### src/rtl/serial_adder_ctrl_pkg.sv
// Shared types for the bit-serial adder controller.
package serial_adder_ctrl_pkg;

  typedef enum logic [1:0] {
    S_IDLE = 2'd0,
    S_RUN  = 2'd1,
    S_DONE = 2'd2
  } state_e;

endpackage

### src/rtl/serial_adder_ctrl_if.sv
// Request/result bundle between an upstream requester and the serial adder.
interface serial_adder_ctrl_if #(
  parameter int unsigned WIDTH = 8
);
  logic             start;
  logic [WIDTH-1:0] a_in;
  logic [WIDTH-1:0] b_in;
  logic             cin_in;
  logic             busy;
  logic             done;
  logic [WIDTH-1:0] sum_out;
  logic             cout_out;

  modport master (
    output start, a_in, b_in, cin_in,
    input  busy, done, sum_out, cout_out
  );

  modport slave (
    input  start, a_in, b_in, cin_in,
    output busy, done, sum_out, cout_out
  );
endinterface

### src/rtl/serial_adder_ctrl_fa_cell.sv
// Single combinational full-adder cell, reused every RUN cycle.
module serial_adder_ctrl_fa_cell (
  input  logic i_a,
  input  logic i_b,
  input  logic i_cin,
  output logic o_sum,
  output logic o_carry
);
  assign o_sum   = i_a ^ i_b ^ i_cin;
  assign o_carry = (i_a & i_b) | (i_b & i_cin) | (i_a & i_cin);
endmodule

### src/rtl/serial_adder_ctrl.sv
// Bit-serial adder: one full-adder cell walks the operands LSB first over WIDTH cycles.
module serial_adder_ctrl
  import serial_adder_ctrl_pkg::*;
#(
  parameter int unsigned WIDTH = 8
) (
  input  logic                clk,
  input  logic                rst_n,
  serial_adder_ctrl_if.slave  bus
);
  localparam int unsigned    CW   = $clog2(WIDTH);
  localparam logic [CW-1:0]  LAST = CW'(WIDTH - 1);

  state_e           r_state;
  state_e           w_state_d;
  logic [WIDTH-1:0] r_a_sh;
  logic [WIDTH-1:0] r_b_sh;
  logic [WIDTH-1:0] r_s_sh;
  logic             r_carry;
  logic [CW-1:0]    r_count;
  logic [WIDTH-1:0] r_sum;
  logic             r_cout;
  logic             w_fa_sum;
  logic             w_fa_carry;
  logic [WIDTH-1:0] w_s_next;

  serial_adder_ctrl_fa_cell u_fa (
    .i_a     (r_a_sh[0]),
    .i_b     (r_b_sh[0]),
    .i_cin   (r_carry),
    .o_sum   (w_fa_sum),
    .o_carry (w_fa_carry)
  );

  // New sum bit enters at the MSB; after WIDTH shifts bit 0 of the sum sits at bit 0.
  assign w_s_next = (r_s_sh >> 1) | {w_fa_sum, {(WIDTH - 1){1'b0}}};

  always_comb begin
    w_state_d = r_state;
    unique case (r_state)
      S_IDLE:  if (bus.start) w_state_d = S_RUN;
      S_RUN:   if (r_count == LAST) w_state_d = S_DONE;
      S_DONE:  w_state_d = S_IDLE;
      default: w_state_d = S_IDLE;
    endcase
  end

  always_ff @(posedge clk or negedge rst_n) begin
    if (!rst_n) begin
      r_state <= S_IDLE;
      r_a_sh  <= '0;
      r_b_sh  <= '0;
      r_s_sh  <= '0;
      r_carry <= 1'b0;
      r_count <= '0;
      r_sum   <= '0;
      r_cout  <= 1'b0;
    end else begin
      r_state <= w_state_d;
      unique case (r_state)
        S_IDLE: begin
          if (bus.start) begin
            r_a_sh  <= bus.a_in;
            r_b_sh  <= bus.b_in;
            r_carry <= bus.cin_in;
            r_count <= '0;
          end
        end
        S_RUN: begin
          r_s_sh  <= w_s_next;
          r_a_sh  <= r_a_sh >> 1;
          r_b_sh  <= r_b_sh >> 1;
          r_carry <= w_fa_carry;
          if (r_count == LAST) begin
            r_sum  <= w_s_next;
            r_cout <= w_fa_carry;
          end else begin
            r_count <= r_count + CW'(1);
          end
        end
        default: ;
      endcase
    end
  end

  assign bus.busy     = (r_state == S_RUN);
  assign bus.done     = (r_state == S_DONE);
  assign bus.sum_out  = r_sum;
  assign bus.cout_out = r_cout;
endmodule

### src/flat_wrapper.sv
// flat-port wrapper written by rule: the top's interface ports become plain ports
module serial_adder_ctrl_flat import serial_adder_ctrl_pkg::*;
#(
  parameter int unsigned WIDTH = 8
)
  (clk, rst_n, bus_start, bus_a_in, bus_b_in, bus_cin_in, bus_busy, bus_done, bus_sum_out, bus_cout_out);
  serial_adder_ctrl_if #(.WIDTH(WIDTH)) bus_i ();
  input  logic clk;
  input  logic rst_n;
  input wire logic [$bits(bus_i.start)-1:0] bus_start;
  input wire logic [$bits(bus_i.a_in)-1:0] bus_a_in;
  input wire logic [$bits(bus_i.b_in)-1:0] bus_b_in;
  input wire logic [$bits(bus_i.cin_in)-1:0] bus_cin_in;
  output wire logic [$bits(bus_i.busy)-1:0] bus_busy;
  output wire logic [$bits(bus_i.done)-1:0] bus_done;
  output wire logic [$bits(bus_i.sum_out)-1:0] bus_sum_out;
  output wire logic [$bits(bus_i.cout_out)-1:0] bus_cout_out;
  assign bus_i.start = bus_start;
  assign bus_i.a_in = bus_a_in;
  assign bus_i.b_in = bus_b_in;
  assign bus_i.cin_in = bus_cin_in;
  assign bus_busy = bus_i.busy;
  assign bus_done = bus_i.done;
  assign bus_sum_out = bus_i.sum_out;
  assign bus_cout_out = bus_i.cout_out;
  serial_adder_ctrl #(.WIDTH(WIDTH)) u_core (.clk(clk), .rst_n(rst_n), .bus(bus_i));
endmodule
### config.mk
export PLATFORM = sky130hd
export DESIGN_NAME = serial_adder_ctrl_flat
export DESIGN_NICKNAME = d
export VERILOG_FILES = /design/src/rtl/serial_adder_ctrl_pkg.sv /design/src/rtl/serial_adder_ctrl_if.sv /design/src/rtl/serial_adder_ctrl_fa_cell.sv /design/src/rtl/serial_adder_ctrl.sv /design/src/flat_wrapper.sv
export SDC_FILE = /design/constraint.sdc
export NUM_CORES = 1
export LEC_CHECK = 0
export CAP_MARGIN = 20
export CORE_UTILIZATION = 35
export CTS_BUF_LIST = sky130_fd_sc_hd__clkbuf_4
export DETAILED_ROUTE_END_ITERATION = 8
export PLACE_DENSITY = 0.62
export SYNTH_ARGS = -nofsm -noshare
export SYNTH_HDL_FRONTEND = slang
export SYNTH_SLANG_ARGS = --single-unit
### constraint.sdc
create_clock -name clk -period 2.27 [get_ports clk]
set_input_delay 0.681 -clock clk [delete_from_list [all_inputs] [get_ports clk]]
set_output_delay 0.681 -clock clk [all_outputs]
set_load 0.02 [all_outputs]
== Yosys cells after proc, flatten, opt, wreduce, memory -nomap -nowiden ==
Cells that the tools add are included.
Storage, ports and cells
  logic and storage cells: 41
  input bits: 20
  output and inout port bits: 11
  register bits after elaboration: 39
Operators by class
  equality and inequality tests: 6
  add/subtract/negate cells: 1
  bitwise gates (word level): 8
  reductions and logical operators: 6
  multiplexer cells: 12
Operator list (count)
  8-bit case mux with 2 select lines: 2
  8-bit two-way mux: 2
  7-bit by 8-bit bitwise OR with 8-bit output: 1
  3-bit two-way mux: 2
  3-bit case mux with 2 select lines: 1
  2-bit AND reduction: 3
  2-bit two-way mux: 2
  2-bit != test (second input constant): 2
  2-bit case mux with 2 select lines: 1
  3-bit by 1-bit adder with 3-bit output (second input constant): 1
  1-bit AND: 3
  3-bit equality test (second input constant): 1
  3-bit AND reduction: 1
  2-bit by 1-bit equality test with 1-bit output (second input constant): 1
  2-bit equality test (second input constant): 1
  2-bit logical NOT: 1
  2-bit by 1-bit != test with 1-bit output (second input constant): 1
  1-bit bitwise OR: 2
  1-bit case mux with 2 select lines: 1
  2-bit nonzero test: 1
  1-bit XOR: 2
  1-bit two-way mux: 1

== Depth between registers and ports, before layout ==
Gate-level depths: netlist of the first run.
  word-level depth: 4
  depth in mapped cells: 5
  depth with buffers taken out: 4

== Hierarchy ==
From an unflattened synthesis of the first run, not the netlist that was laid out.
Second synthesis, totals
  cells, all modules: 155
  area total of the unflattened synthesis: 1690.4 sq um
By module, submodules not included
  serial_adder_ctrl: instances 1, cells each 154, area each 1670.4 sq um
  serial_adder_ctrl_fa_cell: instances 1, cells each 1, area each 20.0 sq um

== Worst setup path after synthesis of the first run ==
Ideal clock, no wire load.
  path type: reg2out
  from: register u_core.r_state[1]
  to: output bus_done
  setup slack: 452 ps
  path buffers: 2
  data arrival time: 1137 ps
  cell stages (with the launch flop): 4
  data required time: 1589 ps
  path through: dfrtp_1 -> buf_6 -> clkbuf_1 -> nor2b_1
Between the ends
  word-level cells in the longest chain between the ends: 1
RTL lines
  from (decl): line serial_adder_ctrl.sv:14  | state_e r_state;
  from (signal assigned): line serial_adder_ctrl.sv:59  | r_state <= w_state_d;
  2-bit equality test: line serial_adder_ctrl.sv:87  | assign bus.done = (r_state == S_DONE);
  to (decl): line flat_wrapper.sv:15  | output wire logic [$bits(bus_i.done)-1:0] bus_done;
No other way between the ends.

== Worst setup path in the final report of the first run ==
  from: register u_core.r_state[1]
  to: output bus_busy
Between the ends
  word-level cells in the longest chain between the ends: 1
RTL lines
  2-bit by 1-bit equality test with 1-bit output: line serial_adder_ctrl.sv:86  | assign bus.busy = (r_state == S_RUN);
  to (decl): line flat_wrapper.sv:14  | output wire logic [$bits(bus_i.busy)-1:0] bus_busy;
No other way between the ends.

==> results.toml, run 1 <==
[status]
status = "finished clean"

[logic_synthesis]
syn_inst = 146
yosysWarnings = 0
ys_types = 29
synthTopCellsByArea = "dfrtp_1 (53%), mux2_2 (9.4%), nor4b_1 (4.9%)"
netlist_area_sq_um = 1800
syn-num-nets = 169
ys_ff_latch = 38
synth_top_area_share_pct = 52.8
synth_top_cell_by_area = "dfrtp_1"
synth-seq-area-share_pct = 52.8
avgSynthCellArea_sq_um = 12.3

[power_and_ir_drop]
intPower_mw = 1.98
p_sw_share_pct = 33.1
comb_power_share_pct = 40.5
ir_drop_v = 0.000521
powerDensity_nw_per_um2 = 1300
leakage_nw = 0.993
power.share.clock_pct = 19.5
p_switching_uw = 981
seqPwrFrac_pct = 40.0

[floorplanning]
die-area_sq_um = 5440
die_w_um = 73.8
die_y_um = 73.8
rows = 25
core-area_sq_um = 4850
ioPinCount = 31
start_util_pct = 37.2

[sta]
maxSlewViolCount = 0
fmax_mhz = 472
rsz0062_at_grt = "no"
slew-limit-headroom_pct = 45.4
fin_ws_ns = 0.152
finalCritPeriodShare_pct = 93.3
setup_violations = 0
hold_violations = 0
setup_tns_ns = 0
min_period_ns = 2.12
worst_pin_slew_ns = 0.817
hold_ws_ns = 0.492
skew_ns = 0.00591

[clock_tree]
path_clk_slew_ns = 0.12
cts_num_sinks = 38
cts_tree = "yes"
numCtsBuffers = 5
cts_root_buffer = "clkbuf_4"
clock_path_buffers = 2
clkLatencyLatePin_ns = 0.34
htree_num_levels = 2

[grt]
grt_max_degree = 39
grt_pass1_wl_mm = 5.94
antenna_found_initial = 0
grt_pass1_vias = 1257
track_usage_pct = 14.7
gr-total-overflow = 0

[route]
via_per_inst = 5.18
first_iter_violations = 50
routed_wl_mm = 3.50
postRouteAntennaNets = 0
drc = 0
wl_per_cell_um = 14.2
num_vias = 1274
firstDrtPassIters = 4

[finish]
final-seq-area_sq_um = 951
drive_gt1_share_pct = 21.2
area_growth_syn_to_layout_pct = 26.3
layout.nets = 201
multiInputGateArea_sq_um = 717
stdcell_count = 246
antenna_cells = 0
num-fill-cells = 442

[hold_path]
hold_path_class = "reg2reg"

[worst_setup_path]
cp_slowest_cell = "dfrtp_1"
crit_type = "reg2out"
critPathLaunchType = "flop"
end_kind = "output pin"
cp_num_buf_inv = 2
critPathTopFamily = "buffers and inverters"
crit_chain = "nand2b_1 > inv_1 > dlygate4sd2_1"
crit_required_ns = 1.59
slowest_delay_ns = 0.42
cp.arrival_ns = 1.44
crit_fanout = 5

[place]
numPlacedInstances = 238
hpwlAfterDp_mm = 2.49
io_buffers = 30
place_congestion = 0.727
detailedPlace.worstSlack_ns = 0.0918

[flow_run]
drv_cap = 0
Yosys cell counts:
library cell and n:
a211o_1 1, a211oi_1 8, a21o_1 1, a21oi_1 1
a221oi_1 2, buf_2 5, buf_4 2, buf_6 2
clkbuf_1 4, dfrtp_1 38, fa_1 1, ha_1 2
inv_1 15, mux2_1 1, mux2_2 15, nand2_1 2
nand2b_1 4, nand3_1 3, nand3b_1 1, nor2b_1 1
nor3b_1 9, nor4b_1 10, nor4bb_1 2, o21ba_2 1
o21bai_1 1, o221a_2 5, o221ai_1 3, or2_2 1
or4b_1 5
layout make-up:
cell class | instances | area share, %
timing repair buffer | 38 | 15.9
sequential | 38 | 41.8
clock buffer | 5 | 1.65
tap | 67 | 3.68
multi-input combinational | 80 | 31.5
inverter | 15 | 2.47
clock inverter | 3 | 3.02
flip-flops by register name, summed over array words and instances (netlist names):
signal	cells
u_core.r_a_sh	8
u_core.bus.cout_out	1
u_core.r_state	2
u_core.r_carry	1
u_core.r_b_sh	8
u_core.r_count	3
u_core.bus.sum_out	8
u_core.r_s_sh	7
final timing paths:
kind,cells after the start,endpoint,slack [ns],from
max reg2reg,4,u_core.bus.sum_out[5]$_DFFE_PN0P_,0.51,u_core.r_count[0]$_DFFE_PN0P_
max in group asynchronous,2,u_core.r_a_sh[1]$_DFFE_PN0P_,1.17,rst_n
min in group asynchronous,2,u_core.bus.sum_out[4]$_DFFE_PN0P_,0.76,rst_n
min,1,u_core.r_a_sh[7]$_DFFE_PN0P_,0.49,u_core.r_a_sh[7]$_DFFE_PN0P_
min reg2reg,1,u_core.r_a_sh[7]$_DFFE_PN0P_,0.49,u_core.r_a_sh[7]$_DFFE_PN0P_
max,3,bus_busy,0.15,u_core.r_state[1]$_DFFE_PN0P_
cells by family (layout without fill, tap and decap cells):
| kind of cell | after synthesis | after routing | synth area share [%] |
|---|---|---|---|
| mux | 16 | 16 | 10.0 |
| fa+ha+maj | 3 | 3 | 2.50 |
| buf+inv | 28 | 61 | 7.43 |
| flops | 38 | 38 | 52.8 |
| compound gates | 23 | 23 | 11.0 |
| simple gates | 38 | 38 | 16.2 |
through the flow:
stage / total power [mW] / utilization (%) / instance area, sq um
finish: 2.96 / 46.9 / 2280
floorplan: 2.02 / - / 1800
global route: 3.19 / 46.9 / 2280
CTS: 3.00 / 46.9 / 2270
detailed placement: 2.42 / 44.7 / 2170
global placement: 2.35 / 44.7 / 2170
cell usage in the layout, fill, tap and decap left out:
master and n:
a211o_1 1, nor3b_1 9, o221ai_1 3, or4b_1 5, nor4bb_1 2, clkbuf_4 5
a221oi_1 2, buf_4 8, nand3_1 3, dlygate4sd2_1 1, nor2b_1 1, a21o_1 1
dfrtp_1 38, inv_1 15, fa_1 1, mux2_2 15, nand3b_1 1, nor4b_1 10
a21oi_1 1, or2_2 1, a211oi_1 8, bufinv_16 2, o21ba_2 1, clkinv_4 1
mux2_1 1, nand2_1 2, clkdlybuf4s50_1 28, nand2b_1 4, o21bai_1 1, dlymetal6s2s_1 1
o221a_2 5, ha_1 2
routing by layer:
layer	vias to the layer above	share of wire (%)	GRT usage, %
met5	-	0	0
met4	0	0.60	4.49
met3	2	4.9	5.35
met2	31	50	23.3
met1	637	45	18.8
li1	604	-	-
what timing repair did:
action,CTS,global route
setup buffers,0,0
resized for setup,1,1
endpoints found under the setup margin,1,1
hold buffers,0,0
hold endpoints to repair,0,0
power by group through the flow:
stage / Clock (mW) / Combinational [mW] / Sequential, mW
5_1_grt: 0.629 / 1.33 / 1.23
4_1_cts: 0.595 / 1.21 / 1.19
3_3_place_gp: 0 / 1.16 / 1.19
3_5_place_dp: 0 / 1.22 / 1.21
6_report: 0.576 / 1.20 / 1.18
2_1_floorplan: 0 / 0.781 / 1.24
Power figures use the tool's default switching activity.
==> run 2: changes to the inputs <==
Clock period 2.27 ns to 2.4 ns, I/O delays scaled along.
==> results.toml, run 2 (synthesis gave the netlist of run 1 again) <==
[clock_tree]
numCtsBuffers = 5
cts_tree = "yes"
htree_num_levels = 2
cts_setup_buffers = 0
cts_root_buffer = "clkbuf_4"
ctsResizeCount = 1
cts_hold_buffers = 0
path_clk_slew_ns = 0.10
clock_path_buffers = 2
clkLatencyLatePin_ns = 0.33
cts_num_sinks = 38

[route]
wl_per_cell_um = 13.8
drc = 0
via_per_inst = 5.13
first_iter_violations = 56
firstDrtPassIters = 4
num_vias = 1262
routed_wl_mm = 3.39
postRouteAntennaNets = 0

[grt]
grt_pass1_vias = 1292
track_usage_pct = 14.6
grt_pass1_wl_mm = 5.89
antenna_found_initial = 0
gr-total-overflow = 0
grt_max_degree = 39

[sta]
rsz0062_at_grt = "no"
hold_violations = 0
skew_ns = 0.00506
fin_ws_ns = 0.105
fmax_mhz = 436
setup_violations = 0
setup_tns_ns = 0
min_period_ns = 2.30
slew-limit-headroom_pct = 44.9
maxSlewViolCount = 0
finalCritPeriodShare_pct = 95.6
worst_pin_slew_ns = 0.825

[place]
hpwlAfterDp_mm = 2.51
detailedPlace.worstSlack_ns = 0.0469
io_buffers = 30
place_congestion = 0.746

[finish]
layout.nets = 201
layout_commonest_cell = "dfrtp_1"
antenna_cells = 0
area_growth_syn_to_layout_pct = 23.3
final_cell_mix = "dfrtp_1 (38), clkdlybuf4s50_1 (29), inv_1 (15), mux2_2 (15), nor4b_1 (10)"
drive_gt1_share_pct = 20.7

[floorplanning]
ioPinCount = 31
core-area_sq_um = 4850
start_util_pct = 37.2
rows = 25
die_y_um = 73.8
die_w_um = 73.8
die-area_sq_um = 5440

[worst_setup_path]
end_kind = "output pin"
timing.rr.start = "u_core.r_count[0]$_DFFE_PN0P_"
crit_fanout = 5
reg2reg_depth = 4
r2r_end = "u_core.bus.sum_out[5]$_DFFE_PN0P_"
crit_required_ns = 1.68
rrSetupSlack_ns = 0.64
critPathLaunchType = "flop"
cp.arrival_ns = 1.58
crit_type = "reg2out"

[hold_path]
hold_end = "u_core.r_a_sh[7]$_DFFE_PN0P_"
hold_path_class = "reg2reg"
hold_start = "u_core.r_a_sh[7]$_DFFE_PN0P_"
min_path_cells = 1

[power_and_ir_drop]
powerDensity_nw_per_um2 = 1150
ir_drop_v = 0.000453
leakage_nw = 0.952

[status]
status = "finished clean"

[flow_run]
drv_cap = 0
## run 2: worst max-delay path, cell delays in order, from the launching register on
cell	delay, ns
dfrtp_1	0.43
nor2b_1	0.18
clkdlybuf4s50_1	0.64
## run 2: final cells by class
type / instances / area (sq um)
clock buffer: 6 / 45.0
clock inverter: 2 / 8.76
fill: 455 / 2630
inverter: 15 / 56.3
multi-input combinational: 80 / 717
sequential: 38 / 951
tap: 67 / 83.8
timing repair buffer: 38 / 359
## run 2: where the power goes
part,internal (mW),switching (mW)
sequential,0.942,0.180
clock,0.121,0.193
combinational,0.605,0.521
## run 2: worst max path at each step
stage	from	to	slack (ns)
after CTS	u_core.r_state[0]$_DFFE_PN0P_	bus_done	0.09
after floorplan	u_core.r_state[1]$_DFFE_PN0P_	bus_done	0.54
after detailed placement	bus_start	u_core.r_b_sh[0]$_DFFE_PN0P_	0.05
final	u_core.r_state[0]$_DFFE_PN0P_	bus_done	0.10
after global placement	bus_start	u_core.r_b_sh[0]$_DFFE_PN0P_	0.15
after global routing	u_core.r_state[0]$_DFFE_PN0P_	bus_done	0.009
## run 2: routing by layer
| metal | track usage [%] | routed length [um] | vias to the layer above | share of wire, % |
|---|---|---|---|---|
| met5 | 0 | 0 | - | 0 |
| met4 | 5.13 | 44 | 0 | 1.3 |
| met3 | 3.98 | 134 | 7 | 4.0 |
| met2 | 25.3 | 1730 | 27 | 51 |
| met1 | 17.3 | 1490 | 631 | 44 |
| li1 | - | - | 597 | - |
## run 2: metrics by stage
step / instance area [sq um] / instances / total power [mW] / hold slack [ns] / util (%)
final: 2220 / 246 / 2.56 / 0.502 / 45.8
after global routing: 2220 / 246 / 2.78 / 0.535 / 45.8
after CTS: 2220 / 246 / 2.60 / 0.501 / 45.8
after global placement: 2170 / 238 / 2.22 / 0.462 / 44.7
after floorplan: 1800 / 146 / 1.91 / 0.424 / -
after detailed placement: 2170 / 238 / 2.29 / 0.476 / 44.7
==> run 3: changes to the inputs <==
Settings changed: SLEW_MARGIN from default to 0.
==> results of run 3 <==
Same layout as run 2: the final DEF is identical, and so are final timing and power.
